File: src/rtl/mode_select_if.sv
// ---------------------------------------------------------------------------
// mode_select_if
// Groups the LED mode front-end signals into one bundle.
//   sw_raw     : raw slide switches (asynchronous to clk)
//   btn_raw    : raw push button, active-high (asynchronous to clk)
//   mode       : selected LED mode, 00 OFF / 01 BLINK / 10 COUNTER / 11 KNIGHT
//   mode_pulse : one-cycle strobe after mode takes a different value
//   dbg_state  : button FSM state for ILA debug (0 IDLE, 1 PRESSED, 2 WAIT_REL)
// master: the side that drives the raw inputs and consumes the mode.
// slave : the mode_select block itself.
// ---------------------------------------------------------------------------
interface mode_select_if;
    logic [1:0] sw_raw;
    logic       btn_raw;
    logic [1:0] mode;
    logic       mode_pulse;
    logic [1:0] dbg_state;

    modport master (
        output sw_raw,
        output btn_raw,
        input  mode,
        input  mode_pulse,
        input  dbg_state
    );

    modport slave (
        input  sw_raw,
        input  btn_raw,
        output mode,
        output mode_pulse,
        output dbg_state
    );
endinterface

File: src/rtl/mode_select.sv
// ---------------------------------------------------------------------------
// mode_select
// Front-end producing the 2-bit LED mode code from two slide switches and a
// push button. Every raw input is 2-FF synchronised and debounced. A change
// of the debounced switch vector loads the mode directly, a short button
// press steps the mode (wrapping 11->00), a long press forces mode OFF.
// Ports:
//   clk   : system clock
//   rst_n : asynchronous active-low reset
//   bus   : mode_select_if.slave (sw_raw, btn_raw in; mode, mode_pulse,
//           dbg_state out)
// ---------------------------------------------------------------------------
module mode_select #(
    parameter int DEBOUNCE_CYCLES = 1_000_000,
    parameter int HOLD_CYCLES     = 100_000_000
) (
    input  logic         clk,
    input  logic         rst_n,
    mode_select_if.slave bus
);

    localparam int              DB_W       = $clog2(DEBOUNCE_CYCLES);
    localparam logic [DB_W-1:0] DB_LAST    = DB_W'(DEBOUNCE_CYCLES - 1);
    localparam logic [31:0]     HOLD_LIMIT = 32'(HOLD_CYCLES - 1);

    typedef enum logic [1:0] {
        ST_IDLE     = 2'd0,
        ST_PRESSED  = 2'd1,
        ST_WAIT_REL = 2'd2
    } state_t;

    // Bit 2 is the button, bits 1:0 are the switches.
    logic [2:0] raw_vec;
    logic [2:0] sync1_q;
    logic [2:0] sync2_q;
    logic [2:0] stable_vec;

    assign raw_vec = {bus.btn_raw, bus.sw_raw};

    always_ff @(posedge clk or negedge rst_n) begin
        if (!rst_n) begin
            sync1_q <= '0;
            sync2_q <= '0;
        end else begin
            sync1_q <= raw_vec;
            sync2_q <= sync1_q;
        end
    end

    // One debouncer per synchronised bit. The stable value only moves after
    // DEBOUNCE_CYCLES consecutive edges of disagreement.
    genvar gi;
    generate
        for (gi = 0; gi < 3; gi++) begin : g_db
            logic [DB_W-1:0] cnt_q;
            logic            stable_q;

            always_ff @(posedge clk or negedge rst_n) begin
                if (!rst_n) begin
                    cnt_q    <= '0;
                    stable_q <= 1'b0;
                end else if (sync2_q[gi] == stable_q) begin
                    cnt_q <= '0;
                end else if (cnt_q == DB_LAST) begin
                    stable_q <= sync2_q[gi];
                    cnt_q    <= '0;
                end else begin
                    cnt_q <= cnt_q + 1'b1;
                end
            end

            assign stable_vec[gi] = stable_q;
        end
    endgenerate

    logic [1:0] sw_stable;
    logic       btn_stable;
    logic [1:0] sw_prev_q;
    logic       btn_prev_q;
    logic       sw_change;
    logic       btn_rise;

    assign sw_stable  = stable_vec[1:0];
    assign btn_stable = stable_vec[2];
    assign sw_change  = (sw_stable != sw_prev_q);
    assign btn_rise   = btn_stable & ~btn_prev_q;

    state_t      state_q, state_d;
    logic [31:0] hold_q, hold_d;
    logic        short_press;
    logic        long_press;
    logic [1:0]  mode_q, mode_d;
    logic        pulse_q, pulse_d;

    // State register plus the registers that follow it.
    always_ff @(posedge clk or negedge rst_n) begin
        if (!rst_n) begin
            state_q    <= ST_IDLE;
            hold_q     <= '0;
            sw_prev_q  <= '0;
            btn_prev_q <= 1'b0;
            mode_q     <= 2'b00;
            pulse_q    <= 1'b0;
        end else begin
            state_q    <= state_d;
            hold_q     <= hold_d;
            sw_prev_q  <= sw_stable;
            btn_prev_q <= btn_stable;
            mode_q     <= mode_d;
            pulse_q    <= pulse_d;
        end
    end

    // Next-state logic. A switch change while a press is pending abandons
    // the press: the FSM just waits for the release.
    always_comb begin
        state_d = state_q;
        case (state_q)
            ST_IDLE: begin
                if (btn_rise) state_d = ST_PRESSED;
            end
            ST_PRESSED: begin
                if (sw_change)                state_d = ST_WAIT_REL;
                else if (!btn_stable)         state_d = ST_IDLE;
                else if (hold_q == HOLD_LIMIT) state_d = ST_WAIT_REL;
            end
            ST_WAIT_REL: begin
                if (!btn_stable) state_d = ST_IDLE;
            end
            default: state_d = ST_IDLE;
        endcase
    end

    // FSM outputs: press classification and the saturating hold counter.
    always_comb begin
        short_press = 1'b0;
        long_press  = 1'b0;
        hold_d      = hold_q;
        case (state_q)
            ST_IDLE: begin
                if (btn_rise) hold_d = '0;
            end
            ST_PRESSED: begin
                if (!sw_change) begin
                    if (!btn_stable)               short_press = 1'b1;
                    else if (hold_q == HOLD_LIMIT) long_press  = 1'b1;
                end
                if (hold_q != 32'hFFFF_FFFF) hold_d = hold_q + 32'd1;
            end
            default: ;
        endcase
    end

    // Mode update: switch load has priority over any button action.
    always_comb begin
        mode_d = mode_q;
        if (sw_change)        mode_d = sw_stable;
        else if (short_press) mode_d = mode_q + 2'b01;
        else if (long_press)  mode_d = 2'b00;
        pulse_d = (mode_d != mode_q);
    end

    assign bus.mode       = mode_q;
    assign bus.mode_pulse = pulse_q;
    assign bus.dbg_state  = state_q;

endmodule

File: src/flat_wrapper.sv
// flat-port wrapper written by rule: the top's interface ports become plain ports
module mode_select_flat 
#(
    parameter int DEBOUNCE_CYCLES = 1_000_000,
    parameter int HOLD_CYCLES     = 100_000_000
)
  (clk, rst_n, bus_sw_raw, bus_btn_raw, bus_mode, bus_mode_pulse, bus_dbg_state);
  mode_select_if bus_i ();
  input  logic clk;
  input  logic rst_n;
  input wire logic [$bits(bus_i.sw_raw)-1:0] bus_sw_raw;
  input wire logic [$bits(bus_i.btn_raw)-1:0] bus_btn_raw;
  output wire logic [$bits(bus_i.mode)-1:0] bus_mode;
  output wire logic [$bits(bus_i.mode_pulse)-1:0] bus_mode_pulse;
  output wire logic [$bits(bus_i.dbg_state)-1:0] bus_dbg_state;
  assign bus_i.sw_raw = bus_sw_raw;
  assign bus_i.btn_raw = bus_btn_raw;
  assign bus_mode = bus_i.mode;
  assign bus_mode_pulse = bus_i.mode_pulse;
  assign bus_dbg_state = bus_i.dbg_state;
  mode_select #(.DEBOUNCE_CYCLES(DEBOUNCE_CYCLES), .HOLD_CYCLES(HOLD_CYCLES)) u_core (.clk(clk), .rst_n(rst_n), .bus(bus_i));
endmodule
File: config.mk
export PLATFORM = sky130hd
export DESIGN_NAME = mode_select_flat
export DESIGN_NICKNAME = d
export VERILOG_FILES = /design/src/rtl/mode_select_if.sv /design/src/rtl/mode_select.sv /design/src/flat_wrapper.sv
export SDC_FILE = /design/constraint.sdc
export NUM_CORES = 1
export LEC_CHECK = 0
export CAP_MARGIN = 10
export CORE_ASPECT_RATIO = 0.6
export CORE_UTILIZATION = 55
export CTS_CLUSTER_DIAMETER = 80
export DETAILED_ROUTE_END_ITERATION = 10
export PLACE_DENSITY = 0.75
export SLEW_MARGIN = 20
export SYNTH_ARGS = -nofsm -noshare
export SYNTH_HDL_FRONTEND = slang
export SYNTH_SLANG_ARGS = --single-unit
File: constraint.sdc
create_clock -name clk -period 2.9 [get_ports clk]
set_input_delay 0.58 -clock clk [delete_from_list [all_inputs] [get_ports clk]]
set_output_delay 0.58 -clock clk [all_outputs]
set_load 0.02 [all_outputs]
After elaboration in Yosys (flattened, before gate mapping) --
Cells that the tools add are included.
Word-level totals: output and inout port bits 5, input port bits 5, bits in registers 109, word-level logic and storage cells 72
Cells by class: equal/unequal tests 16, reductions and logical operators 7, bitwise gates (word level) 5, add/sub/neg operators 5, mux-type cells 25
Operators by type and width (count):
- 20-bit 2-to-1 mux | 6
- 32-bit 2-to-1 mux | 2
- 32-bit one-hot mux with 2 select lines | 1
- 20-bit by 1-bit adder with 20-bit output (second input constant) | 3
- 20-bit equality test (second input constant) | 3
- 32-bit by 1-bit adder with 32-bit output (second input constant) | 1
- 32-bit by 27-bit equality test with 1-bit output (second input constant) | 1
- 32-bit != test (second input constant) | 1
- 2-bit 2-to-1 mux | 8
- 1-bit 2-to-1 mux | 7
- 2-bit one-hot mux with 3 select lines | 1
- 2-bit AND reduction | 3
- 3-bit AND reduction | 2
- 2-bit by 1-bit != test with 1-bit output (second input constant) | 2
- 2-bit != test | 2
- 4-bit != test (second input constant) | 1
- 1-bit NOT | 4
- 1-bit equality test | 3
- 2-bit by 1-bit adder with 2-bit output (second input constant) | 1
- 2-bit by 1-bit equality test with 1-bit output (second input constant) | 1
- 2-bit equality test (second input constant) | 1
- 2-bit zero test | 1
- 2-bit != test (second input constant) | 1
- 2-bit nonzero test | 1
- 1-bit bitwise AND | 1

Depth between registers and ports, before layout --
Gate-level depths: netlist of the first run.
word-level depth 9, depth in mapped cells 8

Worst setup path after synthesis of the first run --
Ideal clock, no wire load.
kind flip-flop to flip-flop, start register u_core.state_q[1], in the netlist u_core.bus.dbg_state[1], end register u_core.hold_q[0], arrival 1.985 ns, slack 0.791 ns, clock period less this slack 2.109 ns, buffers on the path 2, cell stages (with the launch flop) 8, path through dfrtp_1 -> buf_4 -> nand2b_2 -> nor4_4 -> and4_4 -> buf_4 -> nor2_1 -> mux2_2
On the way: longest elaborated chain between the ends 3, elaborated cells between the ends (all ways) 7
RTL lines:
- start: declaration | RTL line mode_select.sv:88 | state_t state_q, state_d;
- start signal: assignment | RTL line mode_select.sv:105 | state_q <= state_d;
- 2-bit by 1-bit equality test with 1-bit output or 2-bit zero test (tied branches) | RTL line mode_select.sv:139 | case (state_q)
- 2-bit by 1-bit != test with 1-bit output (no line) or 2-bit nonzero test (tied branches)
- 3-bit AND reduction (no line)
- end signal: assignment | RTL line mode_select.sv:106 | hold_q <= hold_d;
- end: declaration | RTL line mode_select.sv:89 | logic [31:0] hold_q, hold_d;
Several ways; a longest one is shown, not always the timed one. A chain may end at the register's enable or synchronous reset.

Worst setup path after layout of the first run --
start register u_core.hold_q[9], end register u_core.hold_q[31]
On the way: longest elaborated chain between the ends 3, elaborated cells between the ends (all ways) 6
RTL lines:
- 32-bit by 1-bit adder with 32-bit output or 32-bit != test (tied branches) | RTL line mode_select.sv:148 | if (hold_q != 32'hFFFF_FFFF) hold_d = hold_q + 32'd1;
- 32-bit 2-to-1 mux or 2-bit by 1-bit != test with 1-bit output (tied branches)
- 32-bit one-hot mux with 2 select lines or 3-bit AND reduction (tied branches)
Several ways; a longest one is shown, not always the timed one. The select of a mux whose other input is x is not followed.

==> flow_metrics.tcl, run 1 <==
set metrics [dict create \
    grt-ovfl-total 0 \
    area_share_of_fa_ha_maj_cells_after_synthesis 0.009011 \
    h-tree-depth 3 \
    synth_fp_nets 581 \
    dpl.hpwl_um 7789 \
    ctsHoldBuffers 0 \
    buffers_on_ports 9 \
    drive_gt1_frac 0.06849 \
    arrival_ns 2.68 \
    synth_top_family_by_area "simple AND/OR/NAND/NOR gates" \
    hp-class "in -> async" \
    max_cap_violations 0 \
    maximum_root_to_sink_buffer_count 2 \
    finish.net_count 588 \
    synth-simple-area-share 0.2742 \
    drt_first_pass_iters 5 \
    insertedDiodeCount 0 \
    yosys.area_share.xor_xnor 0.1025 \
    finalHoldViolations 0 \
    initial_core_util 0.5851 \
    synth.ff_latch_count 109 \
    wirelength_um 11440 \
    async_flop_share 1.000 \
    drt-initial-drc-count 340 \
    postSynth.topFlopCell "sky130_fd_sc_hd__dfrtp_1" \
    largest_net_degree_at_the_start_of_global_routing 63 \
    cp_max_fo 13 \
    place_ws_ns 0.5711 \
    synth.avg_cell_area_um2 9.710 \
    r2r-start "u_core.hold_q[9]" \
    maxSlewViolCount 0 \
    synth_commonest_cells "sky130_fd_sc_hd__dfrtp_1, sky130_fd_sc_hd__nor2_1, sky130_fd_sc_hd__xnor2_1, sky130_fd_sc_hd__nand2_1, sky130_fd_sc_hd__nand3_1" \
    tritoncts "built" \
    grt_util_all_layers 0.2465 \
    die_width_um 131.7 \
    p_per_area_mw_per_mm2 478.1 \
    r2r_slack_ns 0.50 \
    netlist_instances 572 \
    final.setup_skew_ns 0.004361 \
    timing.critical_path.from "u_core.hold_q[9]" \
    drc_errors 0 \
    total_leakage_power_nw 2.443 \
    detail_route.vias_per_cell 5.996 \
    yosys.cell_count.top_type "sky130_fd_sc_hd__dfrtp_1" \
    core_mm2 0.009493 \
    run_status "completed" \
    avgRoutedWirePerCell_um 16.02 \
    grt_setup_unrepaired "no" \
    rows 27 \
    grt_first_pass_wirelength_um 20220 \
    synth-seq-area-share 0.4911 \
    post-route-period-util 0.8288 \
    finalWorstPathRequiredPeriod_ns 2.404 \
    wl_met1_um 5734 \
    worst_skew_pair.late_latency_ns 0.35 \
    worst_setup_path_end_kind "flop" \
    tritoncts.num_buffers 9 \
    max-vdd-ir-drop_v 0.0003588 \
    required_time_of_the_critical_path_ns 3.18 \
    timing_worst_slew_pin_value_ns 0.8102 \
    worst_slew_margin_rel 0.4599 \
    cts.repair.resized 0 \
    synth_area_in_compound_gates 0.08380 \
    layout-area-overhead-vs-synth_pct 9.529 \
    cts.reportedPaths.clkPinSlew_ns 0.08 \
    placed_standard_cell_area_mm2 0.005766 \
    total_die_area_mm2 0.01052 \
    setup.worst_path.class "reg -> reg" \
    final_area_mm2 0.006083 \
    holdWs_ns 0.3087 \
    timing.setup.tns_ns 0 \
    max_clock_freq_ghz 0.4160 \
    synth_top_cells_by_area "sky130_fd_sc_hd__dfrtp_1, sky130_fd_sc_hd__xnor2_1, sky130_fd_sc_hd__nor2_1" \
    routed-via-count 4281 \
    synth_top_area_share 0.4911 \
    synth-edff-count 0 \
    place_congestion 0.8542 \
    netlist_area_mm2 0.005554 \
    post_synth_mux_area_share 0.01171 \
    total_met3_wirelength_after_detailed_routing_um 571 \
    num_io_pins 10 \
    clock_tree_root_driver_cell "sky130_fd_sc_hd__clkbuf_16" \
    count_of_yosys_warnings_during_synthesis 0 \
    start_kind "flop" \
    number_of_global_route_vias_before_repair 4076 \
    cts_setup_buffers 0 \
    total_clock_sinks 109 \
    routed.top_layer "met4" \
    remaining_antenna_violation_count 0 \
    antenna_found_initial 0 \
    finalSetupViolations 0 \
    synth_top_cell_by_area "sky130_fd_sc_hd__dfrtp_1" \
    routed-wl-met2_um 5057 \
    chipHeight_um 79.84 \
    layout_setup_ws_ns 0.4964 \
    netlist-cell-type-count 57 \
]
## worst max-delay path: stages (launching register included)
cell                      delay, ns
sky130_fd_sc_hd__dfrtp_1       0.46
sky130_fd_sc_hd__nand4_2       0.29
sky130_fd_sc_hd__nor2_1        0.25
sky130_fd_sc_hd__nand3_1       0.38
sky130_fd_sc_hd__buf_4         0.31
sky130_fd_sc_hd__or4_1         0.48
sky130_fd_sc_hd__a21oi_1       0.16
## cells by family after synthesis
group	after synthesis
AOI/OAI and AO/OA	69
and+or+nand+nor	285
xor gates and xnor gates	65
buffers and inverters	34
DFF	109
adders and majority gates	4
muxes	6
## per-layer routing
layer,global-route usage,vias to the layer above
met5,0,-
met4,0.06628,0
met3,0.06921,6
met2,0.3550,105
met1,0.3616,2115
li1,-,2055
## stage by stage
| stage | utilization | instances | power [mW] |
|---|---|---|---|
| final | 0.6408 | 714 | 2.909 |
| after global routing | 0.6408 | 714 | 3.017 |
| after CTS | 0.6408 | 714 | 2.935 |
| after detailed placement | 0.6074 | 698 | 1.649 |
| after global placement | 0.6074 | 698 | 1.647 |
| after floorplan | - | 572 | 1.602 |
## worst paths after layout
kind,endpoint,depth (start not counted)
max,u_core.hold_q[31],6
min,u_core.hold_q[5],1
max reg2reg,u_core.hold_q[31],6
min reg2reg,u_core.sync2_q[2],0
max in group asynchronous,u_core.g_db[0].cnt_q[8],2
min in group clk,u_core.sync2_q[2],0
## flip-flops by register name (all words and copies together) (netlist names)
| name | flops |
|---|---|
| u_core.g_db.cnt_q | 60 |
| u_core.hold_q | 32 |
| u_core.sync1_q | 3 |
| u_core.sync2_q | 3 |
| u_core.bus.dbg_state | 2 |
| u_core.bus.mode | 2 |
| u_core.g_db.stable_q | 2 |
| u_core.sw_prev_q | 2 |
| u_core.btn_prev_q | 1 |
| u_core.btn_stable | 1 |
| u_core.bus.mode_pulse | 1 |
## cell type report
| cell class | count | area (um^2) |
|---|---|---|
| Clock buffer | 9 | 225.2 |
| Clock inverter | 7 | 92.59 |
| Fill cell | 749 | 3410 |
| Inverter | 16 | 60.06 |
| Multi-Input combinational cell | 429 | 2678 |
| Sequential cell | 109 | 2728 |
| Tap cell | 130 | 162.7 |
| Timing Repair Buffer | 14 | 137.6 |
## where the power goes
part | total, mW | internal (mW) | switching, mW
registers | 1.54 | 1.53 | 0.0118
logic | 0.0726 | 0.0202 | 0.0524
clock network | 1.29 | 0.692 | 0.599
## cell usage in the layout (no fill, tap or decap), drive strengths merged, types with 11 or more instances in the layout
master,n
nor4,19
nor3,11
or3,12
a21oi,24
or4,16
nand2,39
dfrtp,109
xnor2,48
nand4,23
nand3,28
xor2,17
inv,19
nor2,92
Note: power is estimated with default switching activity, not from simulation.
==> inputs of run 2 (changes only) <==
--- a/config.mk
+++ b/config.mk
@@ -10,7 +10,7 @@
 export CORE_UTILIZATION = 55
 export CTS_CLUSTER_DIAMETER = 80
 export DETAILED_ROUTE_END_ITERATION = 10
-export PLACE_DENSITY = 0.75
+export PLACE_DENSITY = 0.77
 export SLEW_MARGIN = 20
 export SYNTH_ARGS = -nofsm -noshare
 export SYNTH_HDL_FRONTEND = slang
==> constraint.sdc (replaced) <==
create_clock -name clk -period 2.03 [get_ports clk]
set_input_delay 0.406 -clock clk [delete_from_list [all_inputs] [get_ports clk]]
set_output_delay 0.406 -clock clk [all_outputs]
set_load 0.02 [all_outputs]
==> run 2 against run 1 <==
  * The run now ends with setup timing left
  * Routed wire length grew 7.0%
  * Final cell count grew 4.3%
  * Critical path depth is the same
  * Critical endpoint is now u_core.hold_q[29]
==> flow_metrics.tcl, run 2 (synthesis results as in run 1) <==
set metrics [dict create \
    finalWorstPathRequiredPeriod_ns 2.065 \
    core_mm2 0.009493 \
    drive_gt1_frac 0.1301 \
    place_congestion 0.8914 \
    clock_tree_root_driver_cell "sky130_fd_sc_hd__clkbuf_16" \
    worst_setup_path_end_kind "flop" \
    grt_setup_unrepaired "yes" \
    holdWs_ns 0.02031 \
    routed-via-count 4393 \
    layout.cells.most_common "sky130_fd_sc_hd__dfrtp_1" \
    cts.reportedPaths.clkPinSlew_ns 0.07 \
    drc_errors 0 \
    required_time_of_the_critical_path_ns 2.30 \
    fillerInstances 710 \
    drt-initial-drc-count 407 \
    rows 27 \
    timing.setup.tns_ns -0.1347 \
    grt_util_all_layers 0.2467 \
    tritoncts "built" \
    ctsHoldBuffers 0 \
    max_clock_freq_ghz 0.4842 \
    final.setup_skew_ns 0.007481 \
    layout_common_cells "sky130_fd_sc_hd__dfrtp_1, sky130_fd_sc_hd__nor2_1, sky130_fd_sc_hd__xnor2_1, sky130_fd_sc_hd__nand2_1, sky130_fd_sc_hd__buf_4" \
    layout-area-overhead-vs-synth_pct 16.04 \
    multi_input_comb_area_mm2 0.002801 \
    placed_standard_cell_area_mm2 0.006026 \
    setup.worst_path.class "reg -> reg" \
    max-vdd-ir-drop_v 0.0004092 \
    register_area_mm2 0.002730 \
    number_of_global_route_vias_before_repair 4253 \
    timing_worst_slew_pin_value_ns 0.4957 \
    die_width_um 131.7 \
    finalHoldViolations 0 \
    dpl.hpwl_um 8350 \
    grt-ovfl-total 0 \
    antenna_found_initial 0 \
    largest_net_degree_at_the_start_of_global_routing 36 \
    largest_register "u_core.g_db.cnt_q" \
    hp-class "in -> async" \
    finish.net_count 619 \
    post-route-period-util 1.017 \
    tritoncts.num_buffers 9 \
    total_die_area_mm2 0.01052 \
    remaining_antenna_violation_count 0 \
    run_status "finished with violations" \
    final_area_mm2 0.006445 \
    p_per_area_mw_per_mm2 620.3 \
    wirelength_um 12240 \
    detail_route.vias_per_cell 5.897 \
    maximum_root_to_sink_buffer_count 2 \
    cp_max_fo 9 \
    initial_core_util 0.5851 \
    violations "setup timing" \
    total_leakage_power_nw 2.644 \
    maxSlewViolCount 0 \
    buffers_on_ports 9 \
    total_clock_sinks 109 \
    max_cap_violations 0 \
    h-tree-depth 3 \
    layout_setup_ws_ns -0.03506 \
    chipHeight_um 79.84 \
    worst_slew_margin_rel 0.6695 \
    num_io_pins 10 \
    reg_top3 "u_core.g_db.cnt_q x60, u_core.hold_q x32" \
    reg2reg_depth 6 \
    largest_reg_flops 60 \
    drt_first_pass_iters 5 \
    grt_first_pass_wirelength_um 20580 \
    worst_skew_pair.late_latency_ns 0.34 \
    start_kind "flop" \
    insertedDiodeCount 0 \
    arrival_ns 2.33 \
    finalSetupViolations 6 \
    r2r_slack_ns -0.04 \
    avgRoutedWirePerCell_um 16.43 \
]
[run 2: area by class of cell]
class / instances / area share
repair buffers: 44 / 0.06407
clock buffers: 13 / 0.03883
clock inverters: 3 / 0.004271
inverters: 16 / 0.009319
multi-input cells: 430 / 0.4347
well taps: 130 / 0.02524
flip-flops and latches: 109 / 0.4236
[run 2: final timing paths]
path                                      endpoint               from
min in group clk                 u_core.sync2_q[1]  u_core.sync1_q[1]
min                        u_core.g_db[1].cnt_q[8]              rst_n
max reg2reg                      u_core.hold_q[29]   u_core.hold_q[2]
max in group asynchronous         u_core.hold_q[8]              rst_n
max                              u_core.hold_q[29]   u_core.hold_q[2]
min reg2reg                      u_core.sync2_q[1]  u_core.sync1_q[1]
[run 2: power breakdown]
group | switching, mW | internal [mW]
Clock | 0.787 | 0.882
Combinational | 0.0781 | 0.0445
Sequential | 0.0160 | 2.19
Total | 0.881 | 3.12
[run 2: stage by stage]
step | instances | setup WS (ns) | power, mW | utilization
floorplan | 572 | 0.008230 | 2.289 | -
global placement | 726 | 0.05750 | 2.369 | 0.6348
detailed placement | 726 | -0.06229 | 2.375 | 0.6348
CTS | 742 | -0.01368 | 4.028 | 0.6679
global route | 745 | -0.1162 | 4.134 | 0.6789
finish | 745 | -0.03506 | 3.998 | 0.6789
[run 2: repair_timing]
action | CTS | global route
setup buffers | 0 | 2
cloned | 0 | 1
pin swaps | 1 | 5
resized for setup | 5 | 15
endpoints found under the setup margin | 8 | 69
[run 2: critical path, cell delays in order, from the launching register on]
cell and delay [ns]:
sky130_fd_sc_hd__dfrtp_1 0.45, sky130_fd_sc_hd__and3_1 0.30, sky130_fd_sc_hd__and4_1 0.26, sky130_fd_sc_hd__nand3_1 0.16
sky130_fd_sc_hd__buf_4 0.21, sky130_fd_sc_hd__or4_1 0.47, sky130_fd_sc_hd__a21oi_1 0.15
[run 2: metal layers]
| layer | up-vias | global-route usage | part of all wire | routed length [um] |
|---|---|---|---|---|
| met5 | - | 0 | 0 | 0 |
| met4 | 0 | 0.04884 | 0.0080 | 98 |
| met3 | 16 | 0.06286 | 0.063 | 766 |
| met2 | 142 | 0.3804 | 0.44 | 5398 |
| met1 | 2127 | 0.3520 | 0.49 | 5980 |
| li1 | 2108 | - | - | - |
